**src/rtl/conv2d_opt_mem_reader_pkg.sv**
```systemverilog
// Shared definitions for the conv2D optimized accelerator read path.
// State encodings, memory word size and small arithmetic helpers.
package conv2D_opt_pkg;

   typedef enum logic [1:0] {
      IDLE    = 2'b00,
      REQ_WT  = 2'b01,
      REQ_IFM = 2'b10,
      DRAIN   = 2'b11
   } rd_state_t;

   localparam int unsigned WORD_BYTES = 4;

   // Square of a dimension, deliberately truncated to 32 bits.
   function automatic logic [31:0] sq32(input logic [31:0] d);
      return d * d;
   endfunction

endpackage

```
**src/rtl/conv2d_opt_mem_reader_fifo.sv**
```systemverilog
// Synchronous FIFO with occupancy count; asynchronous reset flushes it.
// The output word reads as zero whenever the FIFO is empty.
module fifo #(
   parameter int WIDTH    = 32,
   parameter int LOGDEPTH = 3
) (
   input  logic                clk,
   input  logic                rst,
   input  logic                enq_valid,
   input  logic [WIDTH-1:0]    enq_data,
   output logic                deq_valid,
   output logic [WIDTH-1:0]    deq_data,
   input  logic                deq_ready,
   output logic [LOGDEPTH:0]   count
);
   localparam int unsigned DEPTH = 1 << LOGDEPTH;
   localparam logic [LOGDEPTH:0] FULL_COUNT = (LOGDEPTH+1)'(DEPTH);

   logic [WIDTH-1:0]    mem [DEPTH];
   logic [LOGDEPTH-1:0] wptr;
   logic [LOGDEPTH-1:0] rptr;
   logic [LOGDEPTH:0]   cnt;
   logic                do_enq;
   logic                do_deq;

   assign deq_valid = (cnt != '0);
   assign deq_data  = deq_valid ? mem[rptr] : '0;
   assign do_enq    = enq_valid && (cnt != FULL_COUNT);
   assign do_deq    = deq_valid && deq_ready;
   assign count     = cnt;

   always_ff @(posedge clk or posedge rst) begin
      if (rst) begin
         wptr <= '0;
         rptr <= '0;
         cnt  <= '0;
      end else begin
         if (do_enq) wptr <= wptr + 1'b1;
         if (do_deq) rptr <= rptr + 1'b1;
         cnt <= cnt + (LOGDEPTH+1)'(do_enq) - (LOGDEPTH+1)'(do_deq);
      end
   end

   always_ff @(posedge clk) begin
      if (do_enq) mem[wptr] <= enq_data;
   end

endmodule

```
**src/rtl/conv2d_opt_mem_reader.sv**
```systemverilog
// Read engine: fetches the weight matrix then the input feature map from memory
// and streams them in address order, throttling requests by buffer credit.
module conv2d_opt_mem_reader
   import conv2D_opt_pkg::*;
#(
   parameter int AWIDTH   = 32,
   parameter int DWIDTH   = 32,
   parameter int WT_DIM   = 3,
   parameter int LOGDEPTH = 3
) (
   input  logic              clk,
   input  logic              rst,
   input  logic              start,
   output logic              idle,
   input  logic [31:0]       fm_dim,
   input  logic [AWIDTH-1:0] wt_base_addr,
   input  logic [AWIDTH-1:0] ifm_base_addr,
   output logic [AWIDTH-1:0] req_addr,
   output logic              req_valid,
   input  logic              req_ready,
   input  logic [DWIDTH-1:0] resp_data,
   input  logic              resp_valid,
   output logic [DWIDTH-1:0] rdata,
   output logic              rdata_valid,
   input  logic              rdata_ready
);
   localparam int unsigned         DEPTH        = 1 << LOGDEPTH;
   localparam logic [31:0]         WT_LAST      = 32'(WT_DIM * WT_DIM - 1);
   localparam logic [AWIDTH-1:0]   ADDR_STEP    = AWIDTH'(WORD_BYTES);
   localparam logic [LOGDEPTH+1:0] CREDIT_LIMIT = (LOGDEPTH+2)'(DEPTH);

   rd_state_t           state;
   rd_state_t           state_nxt;
   logic [31:0]         fm_dim_q;
   logic [31:0]         fm_last;
   logic [31:0]         idx;
   logic [31:0]         idx_nxt;
   logic [AWIDTH-1:0]   ifm_base_q;
   logic [AWIDTH-1:0]   addr_q;
   logic [AWIDTH-1:0]   addr_nxt;
   logic [LOGDEPTH:0]   outstanding;
   logic [LOGDEPTH:0]   outstanding_nxt;
   logic [LOGDEPTH:0]   buf_count;
   logic [LOGDEPTH:0]   buf_count_nxt;
   logic [LOGDEPTH+1:0] credit_used;
   logic                latch_en;
   logic                in_req;
   logic                fire;
   logic                enq;
   logic                deq;

   assign fm_last     = sq32(fm_dim_q) - 32'd1;
   assign in_req      = (state == REQ_WT) || (state == REQ_IFM);
   assign credit_used = {1'b0, outstanding} + {1'b0, buf_count};
   assign req_valid   = in_req && (credit_used < CREDIT_LIMIT);
   assign fire        = req_valid && req_ready;
   // Responses with nothing outstanding are leftovers from before a reset.
   assign enq         = resp_valid && (outstanding != '0);
   assign deq         = rdata_valid && rdata_ready;
   assign idle        = (state == IDLE);
   assign req_addr    = addr_q;

   assign outstanding_nxt = outstanding + (LOGDEPTH+1)'(fire) - (LOGDEPTH+1)'(enq);
   assign buf_count_nxt   = buf_count + (LOGDEPTH+1)'(enq) - (LOGDEPTH+1)'(deq);

   fifo #(
      .WIDTH    (DWIDTH),
      .LOGDEPTH (LOGDEPTH)
   ) u_resp_buf (
      .clk       (clk),
      .rst       (rst),
      .enq_valid (enq),
      .enq_data  (resp_data),
      .deq_valid (rdata_valid),
      .deq_data  (rdata),
      .deq_ready (rdata_ready),
      .count     (buf_count)
   );

   always_comb begin
      state_nxt = state;
      idx_nxt   = idx;
      addr_nxt  = addr_q;
      latch_en  = 1'b0;
      case (state)
         IDLE: begin
            if (start) begin
               state_nxt = REQ_WT;
               idx_nxt   = '0;
               addr_nxt  = wt_base_addr;
               latch_en  = 1'b1;
            end
         end
         REQ_WT: begin
            if (fire) begin
               if (idx == WT_LAST) begin
                  state_nxt = (fm_dim_q == '0) ? DRAIN : REQ_IFM;
                  idx_nxt   = '0;
                  addr_nxt  = ifm_base_q;
               end else begin
                  idx_nxt  = idx + 32'd1;
                  addr_nxt = addr_q + ADDR_STEP;
               end
            end
         end
         REQ_IFM: begin
            if (fire) begin
               if (idx == fm_last) begin
                  state_nxt = DRAIN;
               end else begin
                  idx_nxt  = idx + 32'd1;
                  addr_nxt = addr_q + ADDR_STEP;
               end
            end
         end
         DRAIN: begin
            // Look at next-cycle occupancy so idle follows the final pop directly.
            if ((outstanding_nxt == '0) && (buf_count_nxt == '0)) state_nxt = IDLE;
         end
         default: state_nxt = IDLE;
      endcase
   end

   always_ff @(posedge clk or posedge rst) begin
      if (rst) begin
         state       <= IDLE;
         idx         <= '0;
         addr_q      <= '0;
         outstanding <= '0;
      end else begin
         state       <= state_nxt;
         idx         <= idx_nxt;
         addr_q      <= addr_nxt;
         outstanding <= outstanding_nxt;
      end
   end

   always_ff @(posedge clk or posedge rst) begin
      if (rst) begin
         fm_dim_q   <= '0;
         ifm_base_q <= '0;
      end else if (latch_en) begin
         fm_dim_q   <= fm_dim;
         ifm_base_q <= ifm_base_addr;
      end
   end

endmodule

```
**config.mk**
```make
export PLATFORM = sky130hd
export DESIGN_NAME = conv2d_opt_mem_reader
export DESIGN_NICKNAME = d
export VERILOG_FILES = /design/src/rtl/conv2d_opt_mem_reader_pkg.sv /design/src/rtl/conv2d_opt_mem_reader_fifo.sv /design/src/rtl/conv2d_opt_mem_reader.sv
export SDC_FILE = /design/constraint.sdc
export NUM_CORES = 2
export LEC_CHECK = 0
export BUFFER_PORTS_ARGS = -buffer_cell sky130_fd_sc_hd__buf_2
export CAP_MARGIN = 10
export CORE_MARGIN = 2
export CORE_UTILIZATION = 55
export DETAILED_ROUTE_END_ITERATION = 6
export GPL_TIMING_DRIVEN = 0
export PLACE_DENSITY = 0.76
export SLEW_MARGIN = 10
export SYNTH_ARGS = -nofsm -noshare
export SYNTH_HDL_FRONTEND = slang
export SYNTH_SLANG_ARGS = --single-unit
export TNS_END_PERCENT = 20
```
**constraint.sdc**
```tcl
create_clock -name clk -period 10.5 [get_ports clk]
set_input_delay 1.575 -clock clk [delete_from_list [all_inputs] [get_ports clk]]
set_output_delay 1.575 -clock clk [all_outputs]
set_load 0.02 [all_outputs]
```
# [Yosys cells after proc, flatten, opt, wreduce, memory -nomap -nowiden]
# Memories as Yosys holds them, arrays and structs flattened.
# Index checks and enable logic that the tools add are counted.
[totals] elab_cells=78 rom_bits=0 input_bits=134 mem_count=1 latch_bits=0 mem_bits_rw=256 out_inout_bits=67 register_bits=144
[classes] eq_ne=13 add_sub_neg=12 n_lt_le_gt_ge=1 n_reduce_logical=16 n_mul=1 shift=0 bitwise_logic=0 div_mod_pow=0 n_mux=25
[memory_table] memory="u_resp_buf.mem" words=8 width=32 read_ports=1 rd_ports_with_merged_regs=0 wr=1 line="conv2d_opt_mem_reader_fifo.sv:19" source="logic [WIDTH-1:0] mem [DEPTH];"
[op_table] op="32-bit two-way mux" count=11
[op_table] op="32-bit one-hot mux with 3 select lines" count=2
[op_table] op="32-bit by 1-bit adder with 32-bit output (second input constant)" count=1
[op_table] op="32-bit by 3-bit adder with 32-bit output (second input constant)" count=1
[op_table] op="32-bit equality test" count=1
[op_table] op="32-bit by 4-bit equality test with 1-bit output (second input constant)" count=1
[op_table] op="32-bit logical NOT" count=1
[op_table] op="32-bit by 32-bit multiplier with 32-bit output" count=1
[op_table] op="32-bit by 1-bit subtractor with 32-bit output (second input constant)" count=1
[op_table] op="4-bit by 1-bit adder with 4-bit output" count=3
[op_table] op="2-bit two-way mux" count=6
[op_table] op="4-bit by 1-bit subtractor with 4-bit output" count=3
[op_table] op="2-bit != test (second input constant)" count=5
[op_table] op="4-bit logical NOT" count=2
[op_table] op="2-bit one-hot mux with 4 select lines" count=1
[op_table] op="4-bit nonzero test" count=2
[op_table] op="3-bit by 1-bit adder with 3-bit output (second input constant)" count=2
[op_table] op="1-bit logical AND" count=6
[op_table] op="6-bit AND reduction" count=1
[op_table] op="4-bit by 4-bit adder with 5-bit output" count=1
[op_table] op="5-bit by 4-bit less-than comparator with 1-bit output (second input constant)" count=1
[op_table] op="1-bit two-way mux" count=5
[op_table] op="5-bit AND reduction" count=1
[op_table] op="2-bit equality test (second input constant)" count=2
[op_table] op="6 further kinds" count=7

# [Depth between registers and ports, before layout]
[logic_depth] depth_word=10 depth_mapped=33 ltp_nobuf=29

# [Modules after synthesis]
# Synthesis repeated with hierarchy kept, for this count alone.
[hier_totals] hier_cells=2696 area_unflattened_um2=31605.3
[by_module_without_submodules] mod="conv2d_opt_mem_reader" cells_per_inst=2264 area_each_um2=21441.8 instances=1 seq_area_each_um2=3353.2
[by_module_without_submodules] mod="fifo" cells_per_inst=432 area_each_um2=10163.5 instances=1 seq_area_each_um2=7937.6

# [Worst setup path after synthesis]
# OpenSTA, ideal clock, no wires.
[synth_path] path_type="flip-flop to flip-flop" from="reg fm_dim_q[2]" to="reg idx[21]" arrival_time_ns=7.967 setup_slack_ns=2.405 n_path_buf=4 stages_incl_launch_ff=29 setup_time_ns=0.129 cell_sequence="dfrtp_1 -> clkbuf_1 -> clkbuf_1 -> nand2_1 -> fa_1 -> fa_1 -> fa_1 -> fa_1 -> fa_1 -> inv_1 -> fa_1 -> inv_1 -> fa_1 -> fa_1 -> inv_1 -> ha_1 -> a21oi_1 -> o211ai_1 -> a221oi_1 -> o22ai_1 -> a2111oi_0 -> nand4_1 -> nor4b_1 -> nand4_1 -> nor4_2 -> buf_6 -> nand3b_4 -> buf_4 -> o21ai_0"
[synth_via] elab_chain_len=5
[synth_rtl] item="start: declaration" line="conv2d_opt_mem_reader.sv:34" source="logic [31:0] fm_dim_q;"
[synth_rtl] item="start signal: assignment" line="conv2d_opt_mem_reader.sv:143" source="fm_dim_q <= fm_dim;"
[synth_rtl] item="32-bit by 32-bit multiplier with 32-bit output" line="conv2d_opt_mem_reader_pkg.sv:16" source="return d * d;"
[synth_rtl] item="32-bit by 1-bit subtractor with 32-bit output" line="conv2d_opt_mem_reader.sv:52" source="assign fm_last = sq32(fm_dim_q) - 32'd1;"
[synth_rtl] item="32-bit equality test" line="conv2d_opt_mem_reader.sv:108" source="if (idx == fm_last) begin"
[synth_rtl] item="2-bit != test (no source line)"
[synth_rtl] item="5-bit AND reduction (no source line)"
[synth_rtl] item="end signal: assignment" line="conv2d_opt_mem_reader.sv:132" source="idx <= idx_nxt;"
[synth_rtl] item="end: declaration" line="conv2d_opt_mem_reader.sv:36" source="logic [31:0] idx;"
# No other way between the ends.
# A chain may end at the register's enable or synchronous reset.

# [Worst setup path in the final report]
[layout_path] from="reg fm_dim_q[2]" to="reg idx[10]"
# The elaborated chain is that of the path after synthesis.

==> reports/results.txt <==
Status - finished clean
Die ar. - 59500 µm²
Stages on worst setup path - 28
Worst setup path startpoint - fm_dim_q[2]
Starting DRT DRC Count - 1854
Root Buffer - clkbuf_16
Global routing usage on met1 - 0.401
Library cells used by synthesis - 72
Synth Instances - 2710
Worst path slowest cell - a2111oi_0
Final hold violation count - 0
Crit. End Element - register
Maxcap violations - 0
Asr flop ratio synth - 0.360
Boundary Pins - 201
Via count - 22200
Initial antenna violation count - 9
Total GRT Usage - 0.304
Syn_area_per_cell - 11.7 µm²
Top Family by Delay on Critical Path - adder cells
Reg2Reg Setup Slack - 0.32 ns
Hold WC Path Type - register to register
Total Wirelength - 87.5 mm
Core area - 56700 µm²
Slew margin rel. - 0.305
Min Tclk post-route - 10.18 ns
Initial Util - 0.559
WP buf/inv - 7
Via-per-instance ratio - 5.92
Setup TNS Final - 0 ns
Worst-path clk slew - 0.06 ns
Post-synth EDFFs - 256
GR Util met3 - 0.0482
Drt drc - 0
Utilization after layout - 0.621
CP Class - register to register
Largest net degree at the start of global routing - 103
# clock sinks - 400
Std cell rows - 87
Worst-Margin Slew - 1.04 ns
Port Buffers - 200
Die width - 244 µm
Register Area - 11300 µm²
Post-synth top area cell - fa_1
Most instantiated library cell after synthesis - inv_1
RR Endpoint - idx[10]
Worst EP required - 10.99 ns
Post-synthesis sequential area ratio - 0.356
Most used cell, CP - fa_1
Worst Hold Launch - req_addr[0]
Mean routed wirelength per cell - 23.3 µm
Leading register cell type out of synthesis - edfxtp_1
Final setup viols - 0
Seq cells post-synth - 400
Max Fclk - 98.2 MHz
TritonRoute pass-1 iters - 6
CTS tree - yes
GP Congestion - 0.951
Postcts setup bufs - 0
Hold buffer count at CTS - 0
Top-area cell type share of the netlist area - 0.253
CTS Buf Count - 40
Top cells by count, synth - inv_1 (440), fa_1 (400), edfxtp_1 (256), nand2_1 (198), dfrtp_1 (144)
Area growth syn-to-layout - 11.2%
Startpoint Class - register
Post-DP HPWL - 67.5 mm
Reg-to-Reg Start - fm_dim_q[2]
RSZ-0062 raised after global routing - no
Synth warnings - 0
Crit-path max cell delay - 0.59 ns
Final #Nets - 3623
CTS H-Tree Depth - 2
Clock Skew - 0.0267 ns
Crit share post-route - 0.970
Hold Crit Depth - 2
DIE HEIGHT - 244 µm
Ranking of synthesized cells by area - fa_1 (25%), edfxtp_1 (24%), dfrtp_1 (11%)
Syn_nets - 3367
Hold Slack - 0.509 ns
CP arrival - 10.67 ns
Share of post-route cells with drive strength above 1 - 0.155
Most Crowded Layer GR - met2
Final Slew Violations - 0
Crit Path Max Fanout - 10
Antenna Nets Post-Route - 0
Area of the multi-input gates - 18300 µm²
Worst skew pair latency - 0.58 ns
R2R depth - 28
First-pass GRT wire length - 138 mm
Clock Tree Buf Depth - 3
Crit path to - idx[10]
Fill cells - 4367
Met2 usage - 0.494
Synthesized cell area - 31700 µm²
Grt ovf - 0
Number of global-route vias before repair - 24200
[timing repair]
item	4_1_cts	5_1_grt
resized for setup	6	27
endpoints found under the hold margin	0	0
setup endpoints to repair	62	62
gates cloned	0	0
[registers in the layout, summed over array words and instances, names as in the netlist]
register,cells
ifm_base_q,32
idx,32
state,2
req_addr,32
u_resp_buf.count,4
u_resp_buf.wptr,3
u_resp_buf.mem,256
outstanding,4
fm_dim_q,32
u_resp_buf.rptr,3
[final cells by class]
cell class                      count  share of cell area
Antenna cell                        6            0.000426
Inverter                          441              0.0472
Clock buffer                       48              0.0296
Clock inverter                     20             0.00657
Buffer                            129              0.0155
Tap cell                          756              0.0269
Multi-Input combinational cell   1739               0.519
Timing Repair Buffer              215              0.0345
Sequential cell                   400               0.321
[cell usage in the layout (no fill, tap or decap), drive strengths merged, types with 5 or more instances in the layout]
cell,n
xor2,32
ha,123
a21oi,64
mux2,70
nor3b,7
clkinv,14
o211ai,10
o21ai,149
o22ai,5
nand2b,20
mux4,64
nor2b,26
xnor2,48
inv,443
o41ai,7
a211o,5
nor4b,5
a21o,12
o31ai,35
fa,400
dfrtp,144
mux2i,36
o21a,6
nand4,16
clkbuf,156
buf,236
a311oi,16
a31oi,12
diode,6
nor2,84
nor4,20
and3,22
nand3,32
nor3,25
and2,134
edfxtp,256
and4,7
nand2,199
[through the flow]
stage,setup WS [ns],instances,cell area [µm²]
floorplan,2.40,2710,31700
global placement,-0.386,3666,33600
detailed placement,-0.376,3681,33900
CTS,0.0560,3749,35200
global route,0.0654,3750,35200
finish,0.320,3754,35200
[how the worst min path moves through the flow]
stage,to,slack [ns]
5_1_grt,fm_dim_q[31],0.52
4_1_cts,ifm_base_q[19],0.51
6_report,req_addr[0],0.51
3_5_place_dp,ifm_base_q[19],0.50
3_3_place_gp,fm_dim_q[31],0.49
2_1_floorplan,ifm_base_q[0],0.48
[worst register-to-register path: cells and delay by family (launching register included)]
kind / cells / cell delay, ns
adders and majority gates: 9 / 4.51
AOI/OAI and AO/OA: 7 / 2.07
and+or+nand+nor: 5 / 1.62
buffers and inverters: 7 / 1.38
DFF: 1 / 0.49
[per-layer routing]
| layer | wire (µm) | vias up |
|---|---|---|
| met3 | 6910 | 224 |
| met5 | 49 | - |
| met4 | 4450 | 8 |
| met2 | 42200 | 1031 |
| li1 | - | 9596 |
| met1 | 33900 | 11400 |
[cells by family (layout without fill, tap and decap cells)]
group / count (synthesis) / count (layout) / share of synthesized area
xor+xnor: 81 / 81 / 0.0231
flops: 400 / 400 / 0.356
other cells: 0 / 6 / 0
buf+inv: 571 / 853 / 0.0688
simple gates: 607 / 607 / 0.0975
fa+ha+maj: 523 / 523 / 0.301
mux: 170 / 170 / 0.0818
compound gates: 358 / 358 / 0.0711
Power is not shown: default switching activity piles up to over one toggle a cycle in this logic, so the estimate is an artifact.
